===== config.mk =====
export PLATFORM = sky130hd
export DESIGN_NAME = sma_order_executor
export DESIGN_NICKNAME = d
export VERILOG_FILES = /design/src/rtl/sma_order_executor.sv
export SDC_FILE = /design/constraint.sdc
export NUM_CORES = 1
export LEC_CHECK = 0
export ABC_AREA = 1
export BUFFER_PORTS_ARGS = -buffer_cell sky130_fd_sc_hd__buf_2
export CORE_AREA = 3 3 62 64
export CTS_BUF_LIST = sky130_fd_sc_hd__clkbuf_4 sky130_fd_sc_hd__clkbuf_8
export DETAILED_ROUTE_END_ITERATION = 12
export DIE_AREA = 0 0 65 67
export PLACE_DENSITY = 0.75
export SLEW_MARGIN = 15
export SYNTH_ARGS = -nofsm -noshare
export SYNTH_HDL_FRONTEND = slang
export SYNTH_SLANG_ARGS = --single-unit

===== constraint.sdc =====
create_clock -name clk -period 3.13 [get_ports clk]
set_input_delay 0.313 -clock clk [delete_from_list [all_inputs] [get_ports clk]]
set_output_delay 0.313 -clock clk [all_outputs]
set_load 0.005 [all_outputs]

===== src/rtl/sma_order_executor.sv =====
// SMA order executor: turns one-cycle buy/sell decisions into single-lot orders
// on a valid/ready port, waits for the gateway's fill or reject, and tracks the
// signed net position. It also enforces a position limit, a fill timeout and a
// post-order cooldown.
module sma_order_executor #(
  parameter logic [7:0] MAX_POS      = 8'd4,
  parameter int         FILL_TIMEOUT = 16,
  parameter int         COOLDOWN     = 4
) (
  input  logic       clk,
  input  logic       rst,
  input  logic       buy_signal,
  input  logic       sell_signal,
  input  logic [7:0] price,
  output logic       order_valid,
  input  logic       order_ready,
  output logic       order_side,
  output logic [7:0] order_price,
  input  logic       fill_valid,
  input  logic       fill_ok,
  output logic [7:0] position,
  output logic       busy,
  output logic       timeout_err
);

  localparam int TW = (FILL_TIMEOUT > 1) ? $clog2(FILL_TIMEOUT) : 1;
  localparam int CW = (COOLDOWN > 1) ? $clog2(COOLDOWN) : 1;
  localparam logic [TW-1:0] TIMER_LAST = TW'(FILL_TIMEOUT - 1);
  localparam logic [CW-1:0] COOL_LAST  = CW'(COOLDOWN - 1);
  localparam logic signed [7:0] POS_HI = $signed(MAX_POS);
  localparam logic signed [7:0] POS_LO = -$signed(MAX_POS);

  typedef enum logic [1:0] {
    S_IDLE,
    S_SEND,
    S_WAIT_FILL,
    S_COOLDOWN
  } state_t;

  state_t            r_state;
  logic [TW-1:0]     r_timer;
  logic [CW-1:0]     r_cool;
  logic signed [7:0] r_position;
  logic              r_order_valid;
  logic              r_order_side;
  logic [7:0]        r_order_price;
  logic              r_busy;
  logic              r_timeout_err;

  logic              w_buy_ok;
  logic              w_sell_ok;

  // Move one lot in the filled direction; the limit check upstream keeps the
  // result inside [-MAX_POS, +MAX_POS], so no saturation is needed here.
  function automatic logic signed [7:0] step_position(input logic signed [7:0] pos,
                                                      input logic              side);
    return side ? (pos + 8'sd1) : (pos - 8'sd1);
  endfunction

  // A request is acted on only if it is unambiguous and stays within the limit.
  always_comb begin
    w_buy_ok  = buy_signal && !sell_signal && (r_position < POS_HI);
    w_sell_ok = sell_signal && !buy_signal && (r_position > POS_LO);
  end

  // Order lifecycle FSM with registered outputs and position tracking.
  always_ff @(posedge clk) begin
    if (rst) begin
      r_state       <= S_IDLE;
      r_timer       <= '0;
      r_cool        <= '0;
      r_position    <= '0;
      r_order_valid <= 1'b0;
      r_order_side  <= 1'b0;
      r_order_price <= '0;
      r_busy        <= 1'b0;
      r_timeout_err <= 1'b0;
    end else begin
      r_timeout_err <= 1'b0;
      case (r_state)
        S_IDLE: begin
          if (w_buy_ok || w_sell_ok) begin
            r_state       <= S_SEND;
            r_order_valid <= 1'b1;
            r_order_side  <= w_buy_ok;
            r_order_price <= price;
            r_busy        <= 1'b1;
          end
        end
        S_SEND: begin
          // Side and price stay frozen until the gateway takes the order.
          if (order_ready) begin
            r_state       <= S_WAIT_FILL;
            r_order_valid <= 1'b0;
            r_timer       <= '0;
          end
        end
        S_WAIT_FILL: begin
          // A response in the final timer cycle still counts as a response.
          if (fill_valid) begin
            if (fill_ok) begin
              r_position <= step_position(r_position, r_order_side);
            end
            r_state <= S_COOLDOWN;
            r_cool  <= '0;
          end else if (r_timer == TIMER_LAST) begin
            r_timeout_err <= 1'b1;
            r_state       <= S_COOLDOWN;
            r_cool        <= '0;
          end else begin
            r_timer <= r_timer + TW'(1);
          end
        end
        S_COOLDOWN: begin
          if (r_cool == COOL_LAST) begin
            r_state <= S_IDLE;
            r_busy  <= 1'b0;
          end else begin
            r_cool <= r_cool + CW'(1);
          end
        end
        default: begin
          r_state <= S_IDLE;
          r_busy  <= 1'b0;
        end
      endcase
    end
  end

  assign order_valid = r_order_valid;
  assign order_side  = r_order_side;
  assign order_price = r_order_price;
  assign position    = r_position;
  assign busy        = r_busy;
  assign timeout_err = r_timeout_err;

endmodule

Yosys cells after proc, flatten, opt, wreduce, memory -nomap -nowiden. Index checks and enable logic that the tools add are counted.

Register bits after elaboration: 28. Input bits: 15. Word-level logic and storage cells: 69.

$add $sub $neg: 4. Order comparisons: 2. Equal/unequal tests: 12. Muxes and demuxes: 21. Bitwise gates (word level): 1. Reduce and logical (&&, ||, !) cells: 20.

Operators with widths (number): 2-bit two-way mux (8); 4-bit two-way mux (3); 2-bit inequality test, second input constant (6); 3-bit AND reduction (4); 8-bit by 2-bit adder with 8-bit output, second input constant (1); 8-bit by 3-bit > comparator with 1-bit output, second input constant (1); 8-bit by 4-bit less-than comparator with 1-bit output, second input constant (1); 8-bit two-way mux (1); 2-bit one-hot mux with 4 select lines (1); 4-bit one-hot mux with 2 select lines (1); 4-bit AND reduction (2); 2-bit nonzero test (4); 8-bit by 2-bit subtractor with 8-bit output, second input constant (1); 2-bit equality test, second input constant (3); 4-bit by 1-bit adder with 4-bit output, second input constant (1); 4-bit equality test, second input constant (1); 1-bit logical AND (4); 1-bit two-way mux (4); 1-bit one-hot mux with 2 select lines (2); 2-bit one-hot mux with 2 select lines (1); 3-bit inequality test, second input constant (1); 3-bit OR reduction (1); 2-bit by 1-bit adder with 2-bit output, second input constant (1); 2-bit by 1-bit equality test with 1-bit output, second input constant (1); other kinds (5) (6).

Longest topological paths before layout. Gate-level depths: netlist of run 1.

Depth in word-level cells: 6. Depth in mapped cells: 11.

Worst setup path after synthesis of run 1. OpenSTA, ideal clock, no wires.

Path kind: flip-flop to flip-flop. From: reg r_order_side (netlist: order_side). To: reg r_position[4] (netlist: position[4]). Library setup time: 0.109 ns. Arrival: 1.502 ns. Slack: 1.519 ns. Stages on the path, launching flop included: 9. Buffers on the path: 0. Path through: dfxtp_1 > inv_1 > ha_1 > a21o_1 > a31oi_1 > xor2_1 > nand2_1 > nand2_1 > inv_1.

Word-level cells in the longest chain between the ends: 1.

Ends and longest elaborated chain: from (decl) (line 45) `logic r_order_side;`; from (signal assigned) (line 85) `r_order_side <= w_buy_ok;`; 8-bit two-way mux (line 57) `return side ? (pos + 8'sd1) : (pos - 8'sd1);`; to (signal assigned) (line 102) `r_position <= step_position(r_position, r_order_side);`; to (decl) (line 43) `logic signed [7:0] r_position;`.

Every way passes these cells. A chain may end at the register's enable or synchronous reset.

Worst setup path in the final report of run 1.
From: reg r_order_side (netlist: order_side). To: reg r_position[7] (netlist: position[7]).

Same word-level chain as after synthesis.

==> impl_metrics.json, run 1 <==
{
  "p_switching_uw": 570.1,
  "synth_top_family_by_area": "simple AND/OR/NAND/NOR gates",
  "fp.dieH_um": 67,
  "die-area_mm2": 0.004355,
  "crit_chain": "inv_1, ha_1, nand2_1, nand2_1, a21boi_0, nand3_1, nand2_1, nand2_1, a21oi_1",
  "path_max_fanout": 7,
  "ant_nets": 0,
  "tns_ns": 0,
  "wl_met3_um": 116,
  "finalNonFillerCells": 308,
  "ys_types": 33,
  "root_buffer": "clkbuf_4",
  "arrival_ns": 2.05,
  "final_nets": 292,
  "end_kind": "register",
  "critPathRequiredTime_ns": 3.41,
  "start_util": 0.4882,
  "clk_latency_ns": 0.33,
  "seqPwrFrac": 0.374,
  "hold_viol_final": 0,
  "cts_resized": 0,
  "status": "completed",
  "worstHoldPathType": "in2reg",
  "clk_pin_slew_ns": 0.15,
  "clkPwrFrac": 0.130,
  "slew_viol_final": 0,
  "cpPeakStageDelay_ns": 0.42,
  "critical_path.startpoint_type": "register",
  "fp.dieW_um": 65,
  "via_per_inst": 4.789,
  "placementRows": 21,
  "synth_edf_count": 0,
  "synth_compound_area_frac": 0.1283,
  "p_per_area_mw_per_mm2": 718.7,
  "routedWlPerCell_um": 10.82,
  "path_delay_family": "simple AND/OR/NAND/NOR gates",
  "async_flop_share": 0,
  "power.leakage_uw": 0.0009612,
  "syn-num-nets": 256,
  "yosysSeqAreaShare": 0.3441,
  "grt_antenna_before_repair": 0,
  "max-clock-path-buffers": 2,
  "topRoutingLayerUsed": "met4",
  "grt_max_degree": 17,
  "initialDrtViolationCount": 79,
  "switching_share": 0.4235,
  "io_pins": 35,
  "routed_wirelength_um": 3334,
  "maxCapViolCount": 0,
  "worst_pin_slew_ns": 0.4974,
  "syn_inst": 227,
  "dp_slack_ns": 1.362,
  "synth_area_mm2": 0.001629,
  "core_area_mm2": 0.003337,
  "grt_usage": 0.1707,
  "path_buf_inv": 1,
  "synthToLayoutAreaGrowth_pct": 14.98,
  "synth_fa_ha_area_frac": 0.1121,
  "setup_violations": 0,
  "cts.sinks": 28,
  "yosys.area_share.simple": 0.2811,
  "peakVddDrop_mv": 0.4240,
  "ctsHoldBuffers": 0,
  "postSynthAreaPerCell_um2": 7.176,
  "tritoncts": "built",
  "p_int_uw": 776.1,
  "crit_slowest_cell": "dfxtp_1",
  "muxShareOfSynthArea": 0,
  "fin_worst_skew_ns": 0.006460,
  "design_power_total_uw": 1346,
  "grt_pass1_wl_um": 5989,
  "dr.pass1.iters": 4,
  "drt-met1-wl_um": 1600,
  "ys_ff_latch": 28,
  "synth_xor_area_frac": 0.03763,
  "cts_made_buffers": 3,
  "criticalPathCategory": "reg2reg",
  "gp_congestion": 0.9028,
  "layout_setup_ws_ns": 1.350,
  "power_frac_comb": 0.495,
  "gr-total-overflow": 0,
  "post-route-min-period_ns": 1.780,
  "max_slew_margin": 0.6680,
  "post_cts_buffers": 0,
  "yosys_warnings": 0,
  "io_buffers": 34,
  "grt_pass1_vias": 1415,
  "ys.flop_type": "dfxtp_1",
  "met2_length_um": 1602,
  "path_common_cell": "nand2_1",
  "drc": 0,
  "drive_gt1_frac": 0.2023,
  "fmax_mhz": 561.9,
  "cts-htree-levels": 1,
  "antenna_cells": 0,
  "min_period_over_period": 0.5686,
  "rsz0062_at_grt": "false",
  "vias": 1475,
  "place_inst": 304,
  "hpwl_um": 2599
}
cells in the mapped netlist (2+ instances only):
cell / n / area share
a21oi_1: 12 / 0.037
a31oi_1: 2 / 0.0077
clkinv_2: 2 / 0.0061
dfxtp_1: 28 / 0.34
ha_1: 13 / 0.10
inv_1: 33 / 0.076
nand2_1: 43 / 0.099
nand2_2: 4 / 0.015
nand2_4: 2 / 0.014
nand3_1: 12 / 0.037
nand3_2: 2 / 0.012
nand4_1: 5 / 0.019
nor2_1: 32 / 0.074
o21ai_0: 12 / 0.037
o21ai_2: 2 / 0.011
xor2_1: 6 / 0.032
sequential cells by signal (all words and copies together), names as in the netlist:
name / cells
order_price: 8
position: 8
r_timer: 4
r_cool: 2
r_state: 2
busy: 1
order_side: 1
order_valid: 1
timeout_err: 1
power groups by stage:
stage | Combinational, uW | Sequential [uW] | Clock, uW
after floorplan | 512 | 510 | 0
after global placement | 655 | 510 | 0
after detailed placement | 666 | 514 | 0
after CTS | 670 | 505 | 181
after global routing | 786 | 516 | 197
final | 667 | 504 | 175
per-stage QoR:
stage	hold slack [ns]	area, um2	utilization
after floorplan	0.3915	1629	-
after global placement	0.4364	1837	0.5504
after detailed placement	0.4298	1837	0.5504
after CTS	0.1674	1873	0.5613
after global routing	0.1670	1873	0.5613
final	0.1835	1873	0.5613
worst paths after layout:
check	from	end	slack, ns	depth (start not counted)
setup / recovery	order_side	position[7]	1.35	9
hold reg to reg	busy	busy	0.45	2
hold / removal	fill_valid	timeout_err	0.18	2
setup reg to reg	order_side	position[7]	1.35	9
routing by layer:
| layer | global-route usage | up-vias |
|---|---|---|
| li1 | - | 796 |
| met3 | 0.03879 | 2 |
| met2 | 0.2989 | 20 |
| met1 | 0.2166 | 657 |
| met4 | 0.02639 | 0 |
| met5 | 0 | - |
cells in the final DEF (no fill, tap or decap), types with 2 or more instances in the layout:
master     n
nand3_2    2
nand2_2    4
o21ai_2    2
nand4_1    5
dfxtp_1   28
a21oi_1   12
nand2_4    2
a31oi_1    2
inv_1     33
nand2_1   43
clkbuf_4   3
o21ai_0   12
clkinv_2   2
nor2_1    32
buf_2     34
ha_1      13
nand3_1   12
xor2_1     6
area by class of cell:
class	instances	area, um2
multi-input combinational	160	910.9
fill	344	1464
sequential	28	560.5
tap	46	57.56
timing repair buffer	34	170.2
inverter	36	137.6
clock buffer	4	36.28
cell families after synthesis:
kind of cell	Yosys count
AO/OA/AOI/OAI	36
XOR/XNOR	7
adder cells (fa/ha/maj)	14
buffers and inverters	39
flip-flops	28
AND/OR/NAND/NOR	103
No activity file was read; power rests on OpenSTA's default activity.
==> run 2: changes to the inputs <==
==> constraint.sdc (replaced) <==
create_clock -name clk -period 1.7 [get_ports clk]
set_input_delay 0.17 -clock clk [delete_from_list [all_inputs] [get_ports clk]]
set_output_delay 0.17 -clock clk [all_outputs]
set_load 0.005 [all_outputs]
==> run 2 against run 1 <==
Routed wire length shrank 1.5%. Hold slack lost 0.13 ns. Critical endpoint is now position[6]. Setup slack lost 1.2 ns. Die area is the same. Final cell count grew 0.97%. Register-to-register slack lost 1.2 ns. Highest routed layer unchanged. Final area grew 3.3%. Fmax grew 12%.
==> impl_metrics.json, run 2 (synthesis gave the netlist of run 1 again) <==
{
  "fin_worst_skew_ns": 0.01207,
  "worst_pin_slew_ns": 0.4985,
  "status": "completed",
  "layout_setup_ws_ns": 0.1134,
  "arrival_ns": 1.81,
  "antenna_cells": 0,
  "path_max_fanout": 7,
  "fp.dieH_um": 67,
  "routed_wirelength_um": 3283,
  "max-clock-path-buffers": 2,
  "grt_usage": 0.1645,
  "criticalPathCategory": "reg2reg",
  "die-area_mm2": 0.004355,
  "tritoncts": "built",
  "drive_gt1_frac": 0.2302,
  "ant_nets": 0,
  "grt_max_degree": 17,
  "peakVddDrop_mv": 0.7155,
  "post_cts_buffers": 0,
  "cts-htree-levels": 1,
  "n_fill_cell": 319,
  "max_slew_margin": 0.6673,
  "dr.pass1.iters": 4,
  "cts_resized": 0,
  "vias": 1492,
  "hpwl_um": 2588,
  "root_buffer": "clkbuf_4",
  "postPlaceCellArea_mm2": 0.001859,
  "setup_violations": 0,
  "placementRows": 21,
  "initialDrtViolationCount": 90,
  "rsz0062_at_grt": "false",
  "min_period_over_period": 0.9333,
  "synthToLayoutAreaGrowth_pct": 18.82,
  "io_pins": 35,
  "post-route-min-period_ns": 1.587,
  "final_common_cell": "nand2_1",
  "p_per_area_mw_per_mm2": 1362,
  "fin_area_mm2": 0.001936,
  "start_util": 0.4882,
  "worstHoldPathType": "in2reg",
  "drc": 0,
  "cts_made_buffers": 3,
  "io_buffers": 34,
  "slew_viol_final": 0,
  "fmax_mhz": 630.3,
  "ctsHoldBuffers": 0,
  "routedWlPerCell_um": 10.56,
  "final_nets": 295,
  "end_kind": "register",
  "power.leakage_uw": 0.0009811,
  "hold_viol_final": 0,
  "tns_ns": 0,
  "via_per_inst": 4.797,
  "dp_slack_ns": 0.04187,
  "maxCapViolCount": 0,
  "grt_antenna_before_repair": 0,
  "gr-total-overflow": 0,
  "core_area_mm2": 0.003337,
  "critical_path.startpoint_type": "register",
  "clk_latency_ns": 0.32,
  "clk_pin_slew_ns": 0.15,
  "layout_common_cells": "nand2_1 (43), buf_2 (34), inv_1 (32), nor2_1 (31), dfxtp_1 (28)",
  "cts.sinks": 28,
  "grt_pass1_wl_um": 5740,
  "grt_pass1_vias": 1297,
  "gp_congestion": 0.7937,
  "fp.dieW_um": 65,
  "critPathRequiredTime_ns": 1.93
}
## run 2: cell types whose count changed in the layout (fill, tap and decap cells not counted), sizes merged
cell / before / now
bufinv: 0 / 1
clkbuf: 4 / 3
buf: 34 / 37
## run 2: power breakdown
group	leakage, uW	internal (uW)	switching [uW]	total [uW]
Combinational	0.000724	524	761	1280
Sequential	0.000229	817	110	927
Clock	0.0000279	238	187	425
## run 2: worst paths after layout
check | from | end | slack (ns) | cells after the start
setup / recovery | order_side | position[6] | 0.11 | 7
hold / removal | fill_valid | timeout_err | 0.05 | 2
setup reg to reg | order_side | position[6] | 0.11 | 7
hold reg to reg | busy | busy | 0.45 | 2
## run 2: final cells by class
class | count | area [um2] | share of cell area
clock buffers | 3 | 22.52 | 0.01164
clock inverters | 1 | 30.03 | 0.01551
inverters | 36 | 137.6 | 0.07111
multi-input cells | 160 | 934.6 | 0.4829
flip-flops and latches | 28 | 560.5 | 0.2896
well taps | 46 | 57.56 | 0.02973
repair buffers | 37 | 192.7 | 0.09955
## run 2: critical path, cell delays in order, from the launching register on
cell	delay (ns)
dfxtp_1	0.37
inv_2	0.10
fa_1	0.49
nand4_1	0.12
nand3_1	0.08
xor2_1	0.15
o21bai_1	0.13
inv_1	0.05
## run 2: metal layers
layer  track usage  wire (um)  up-vias
li1              -          -      805
met1        0.2141       1570      675
met2        0.2797       1634       10
met3       0.02530         59        2
met4       0.04749         19        0
met5             0          0        -
## run 2: per-stage QoR
step	cells	hold WS (ns)	total power (uW)	util
final	311	0.04950	2637	0.5801
after global routing	311	0.03329	2905	0.5801
after CTS	311	0.02371	2638	0.5729
after detailed placement	307	0.3874	2200	0.5572
after global placement	307	0.3916	2177	0.5572
after floorplan	227	0.2485	1882	-
==> run 3: changes to the inputs <==
--- a/config.mk
+++ b/config.mk
@@ -6,12 +6,15 @@
 export NUM_CORES = 1
 export LEC_CHECK = 0
 export ABC_AREA = 1
+export ABC_CLOCK_PERIOD_IN_PS = 1700
 export BUFFER_PORTS_ARGS = -buffer_cell sky130_fd_sc_hd__buf_2
-export CORE_AREA = 3 3 62 64
+export CELL_PAD_IN_SITES_DETAIL_PLACEMENT = 1
+export CELL_PAD_IN_SITES_GLOBAL_PLACEMENT = 1
+export CORE_AREA = 3 3 68 70
 export CTS_BUF_LIST = sky130_fd_sc_hd__clkbuf_4 sky130_fd_sc_hd__clkbuf_8
 export DETAILED_ROUTE_END_ITERATION = 12
-export DIE_AREA = 0 0 65 67
-export PLACE_DENSITY = 0.75
+export DIE_AREA = 0 0 71 73
+export PLACE_DENSITY_LB_ADDON = 0.12
 export SLEW_MARGIN = 15
 export SYNTH_ARGS = -nofsm -noshare
 export SYNTH_HDL_FRONTEND = slang
==> run 3 against run 2 <==
Count of clock-buffer cells in the layout stayed put. Register-to-register slack barely moved. Largest cell class unchanged. Largest power group unchanged. Sequential cell count is the same. Routed wire length is 21% higher. Core utilization down 8.3 points. Sequential share of layout area is 0.83 points lower. Fmax shrank 0.10%. Clock power is 28% higher. Setup slack got worse by 0.0017 ns. Global-route usage decreased by 0.35 points. Hold slack better by 0.053 ns.
==> impl_metrics.json, run 3 (synthesis gave the netlist of run 1 again) <==
{
  "status": "completed",
  "max_slew_margin": 0.8043,
  "io_buffers": 34,
  "via_per_inst": 4.927,
  "crit_slowest_cell": "dfxtp_1",
  "fp.dieH_um": 73,
  "gr-total-overflow": 0,
  "layout_common_cells": "nand2_1 (43), buf_2 (34), inv_1 (32), nor2_1 (31), dfxtp_1 (26)",
  "r2r_slack_ns": 0.11,
  "criticalPathCategory": "reg2reg",
  "crit_chain": "inv_1, ha_1, inv_1, nor2_4, a31oi_1, nand3_1, nand2_1, inv_1, nor2_1",
  "io_pins": 35,
  "cpPeakStageDelay_ns": 0.38,
  "grt_pass1_vias": 1544,
  "path_delay_family": "flip-flops",
  "critical_path.startpoint_type": "register",
  "root_buffer": "clkbuf_8",
  "setup_violations": 0,
  "min-delay-start": "fill_valid",
  "hold_end": "timeout_err",
  "critPathRequiredTime_ns": 1.93,
  "rsz0062_at_grt": "true",
  "initialDrtViolationCount": 71,
  "cts_made_buffers": 3,
  "end_kind": "register",
  "placementRows": 23,
  "drc": 0,
  "path_buf_inv": 3,
  "max-clock-path-buffers": 2,
  "dp_slack_ns": -0.04619,
  "worst_pin_slew_ns": 0.2909,
  "p_switching_uw": 1157,
  "routed_wirelength_um": 3982,
  "hold_viol_final": 0,
  "switching_share": 0.4069,
  "routedWlPerCell_um": 12.60,
  "hold-path-cell-count": 2,
  "drive_gt1_frac": 0.2481,
  "worstHoldPathType": "in2reg",
  "clk_latency_ns": 0.28,
  "clk_pin_slew_ns": 0.10,
  "layout_setup_ws_ns": 0.1117,
  "gp_congestion": 0.8049,
  "rr_startpoint": "r_state[1]",
  "grt_antenna_before_repair": 0,
  "arrival_ns": 1.81,
  "ant_nets": 0,
  "fp.dieW_um": 71,
  "die-area_mm2": 0.005183,
  "grt_max_degree": 17,
  "slew_viol_final": 0,
  "dr.pass1.iters": 4,
  "utilization": 0.4969,
  "cts.sinks": 28,
  "reg2reg_depth": 9,
  "tritoncts": "built",
  "synthToLayoutAreaGrowth_pct": 22.89,
  "seqPwrFrac": 0.328,
  "power_frac_comb": 0.481,
  "min_period_over_period": 0.9343,
  "peakVddDrop_mv": 0.5196,
  "cts-htree-levels": 1,
  "fin_worst_skew_ns": 0.004674,
  "grt_pass1_wl_um": 6782,
  "antenna_cells": 0,
  "grt_usage": 0.1609,
  "rr_endpoint": "r_state[1]",
  "start_util": 0.4043,
  "vias": 1557,
  "fmax_mhz": 629.6,
  "p_per_area_mw_per_mm2": 1421,
  "clkPwrFrac": 0.191,
  "n_fill_cell": 536,
  "maxCapViolCount": 0,
  "final_common_cell": "nand2_1",
  "hpwl_um": 3058,
  "post-route-min-period_ns": 1.588,
  "power.leakage_uw": 0.0009979,
  "core_area_mm2": 0.004029,
  "path_max_fanout": 4,
  "p_int_uw": 1687,
  "final_nets": 296,
  "path_common_cell": "inv_1"
}
run 3: cell count changes in the layout (fill, tap and decap cells not counted), sizes merged:
cell / previous run / this run
buf: 37 / 38
run 3: power by group through the flow:
stage | combinational (uW) | clock (uW) | sequential (uW)
after floorplan | 943 | 0 | 939
after global placement | 1280 | 0 | 937
after detailed placement | 1310 | 0 | 939
after CTS | 1340 | 553 | 926
after global routing | 1590 | 581 | 959
final | 1370 | 544 | 932
run 3: cell type report:
| class | instances | area, um2 | share of cell area |
|---|---|---|---|
| Clock inverter | 1 | 30.03 | 0.01500 |
| Timing Repair Buffer | 38 | 200.2 | 0.1000 |
| Clock buffer | 3 | 41.29 | 0.02063 |
| Sequential cell | 28 | 563.0 | 0.2812 |
| Inverter | 36 | 142.6 | 0.07125 |
| Multi-Input combinational cell | 160 | 962.2 | 0.4806 |
| Tap cell | 50 | 62.56 | 0.03125 |
run 3: through the flow:
stage	power (uW)	hold WS, ns	instances	setup TNS, ns	cell area (um2)
floorplan	1882	0.2485	227	0	1629
detailed placement	2248	0.4039	312	-0.04619	1872
CTS	2816	0.1037	316	0	1956
finish	2844	0.1030	316	0	2002
global route	3133	0.09774	316	-0.07397	2002
global placement	2218	0.4067	312	0	1872
run 3: how the worst max path moves through the flow:
stage / depth (start not counted) / slack, ns / end / start
final: 9 / 0.11 / r_state[1] / r_state[1]
after global routing: 9 / -0.03 / r_state[1] / r_state[1]
after CTS: 10 / 0.04 / r_timer[3] / r_state[1]
after detailed placement: 9 / -0.05 / position[7] / order_side
after global placement: 10 / 0.07 / position[7] / order_side
after floorplan: 8 / 0.09 / position[4] / order_side
run 3: worst register-to-register path, stage by stage, from the launching register on:
cell     delay (ns)
dfxtp_1        0.38
inv_1          0.10
ha_1           0.19
inv_1          0.18
nor2_4         0.06
a31oi_1        0.26
nand3_1        0.15
nand2_1        0.08
inv_1          0.04
nor2_1         0.09
run 3: what timing repair did:
| item | 4_1_cts | 5_1_grt |
|---|---|---|
| pin swaps | 0 | 1 |
| endpoints found under the setup margin | 1 | 9 |
| endpoints found under the hold margin | 0 | 0 |
| buffers inserted | 0 | 0 |
| resized for setup | 3 | 10 |
| hold buffers | 0 | 0 |
| cloned | 0 | 0 |
run 3: metal layers:
metal / global-route usage / wire length [um] / vias up
met4: 0.03758 / 34 / 0
li1: - / - / 806
met2: 0.2822 / 1940 / 20
met3: 0.02617 / 115 / 4
met5: 0 / 0 / -
met1: 0.2072 / 1892 / 727
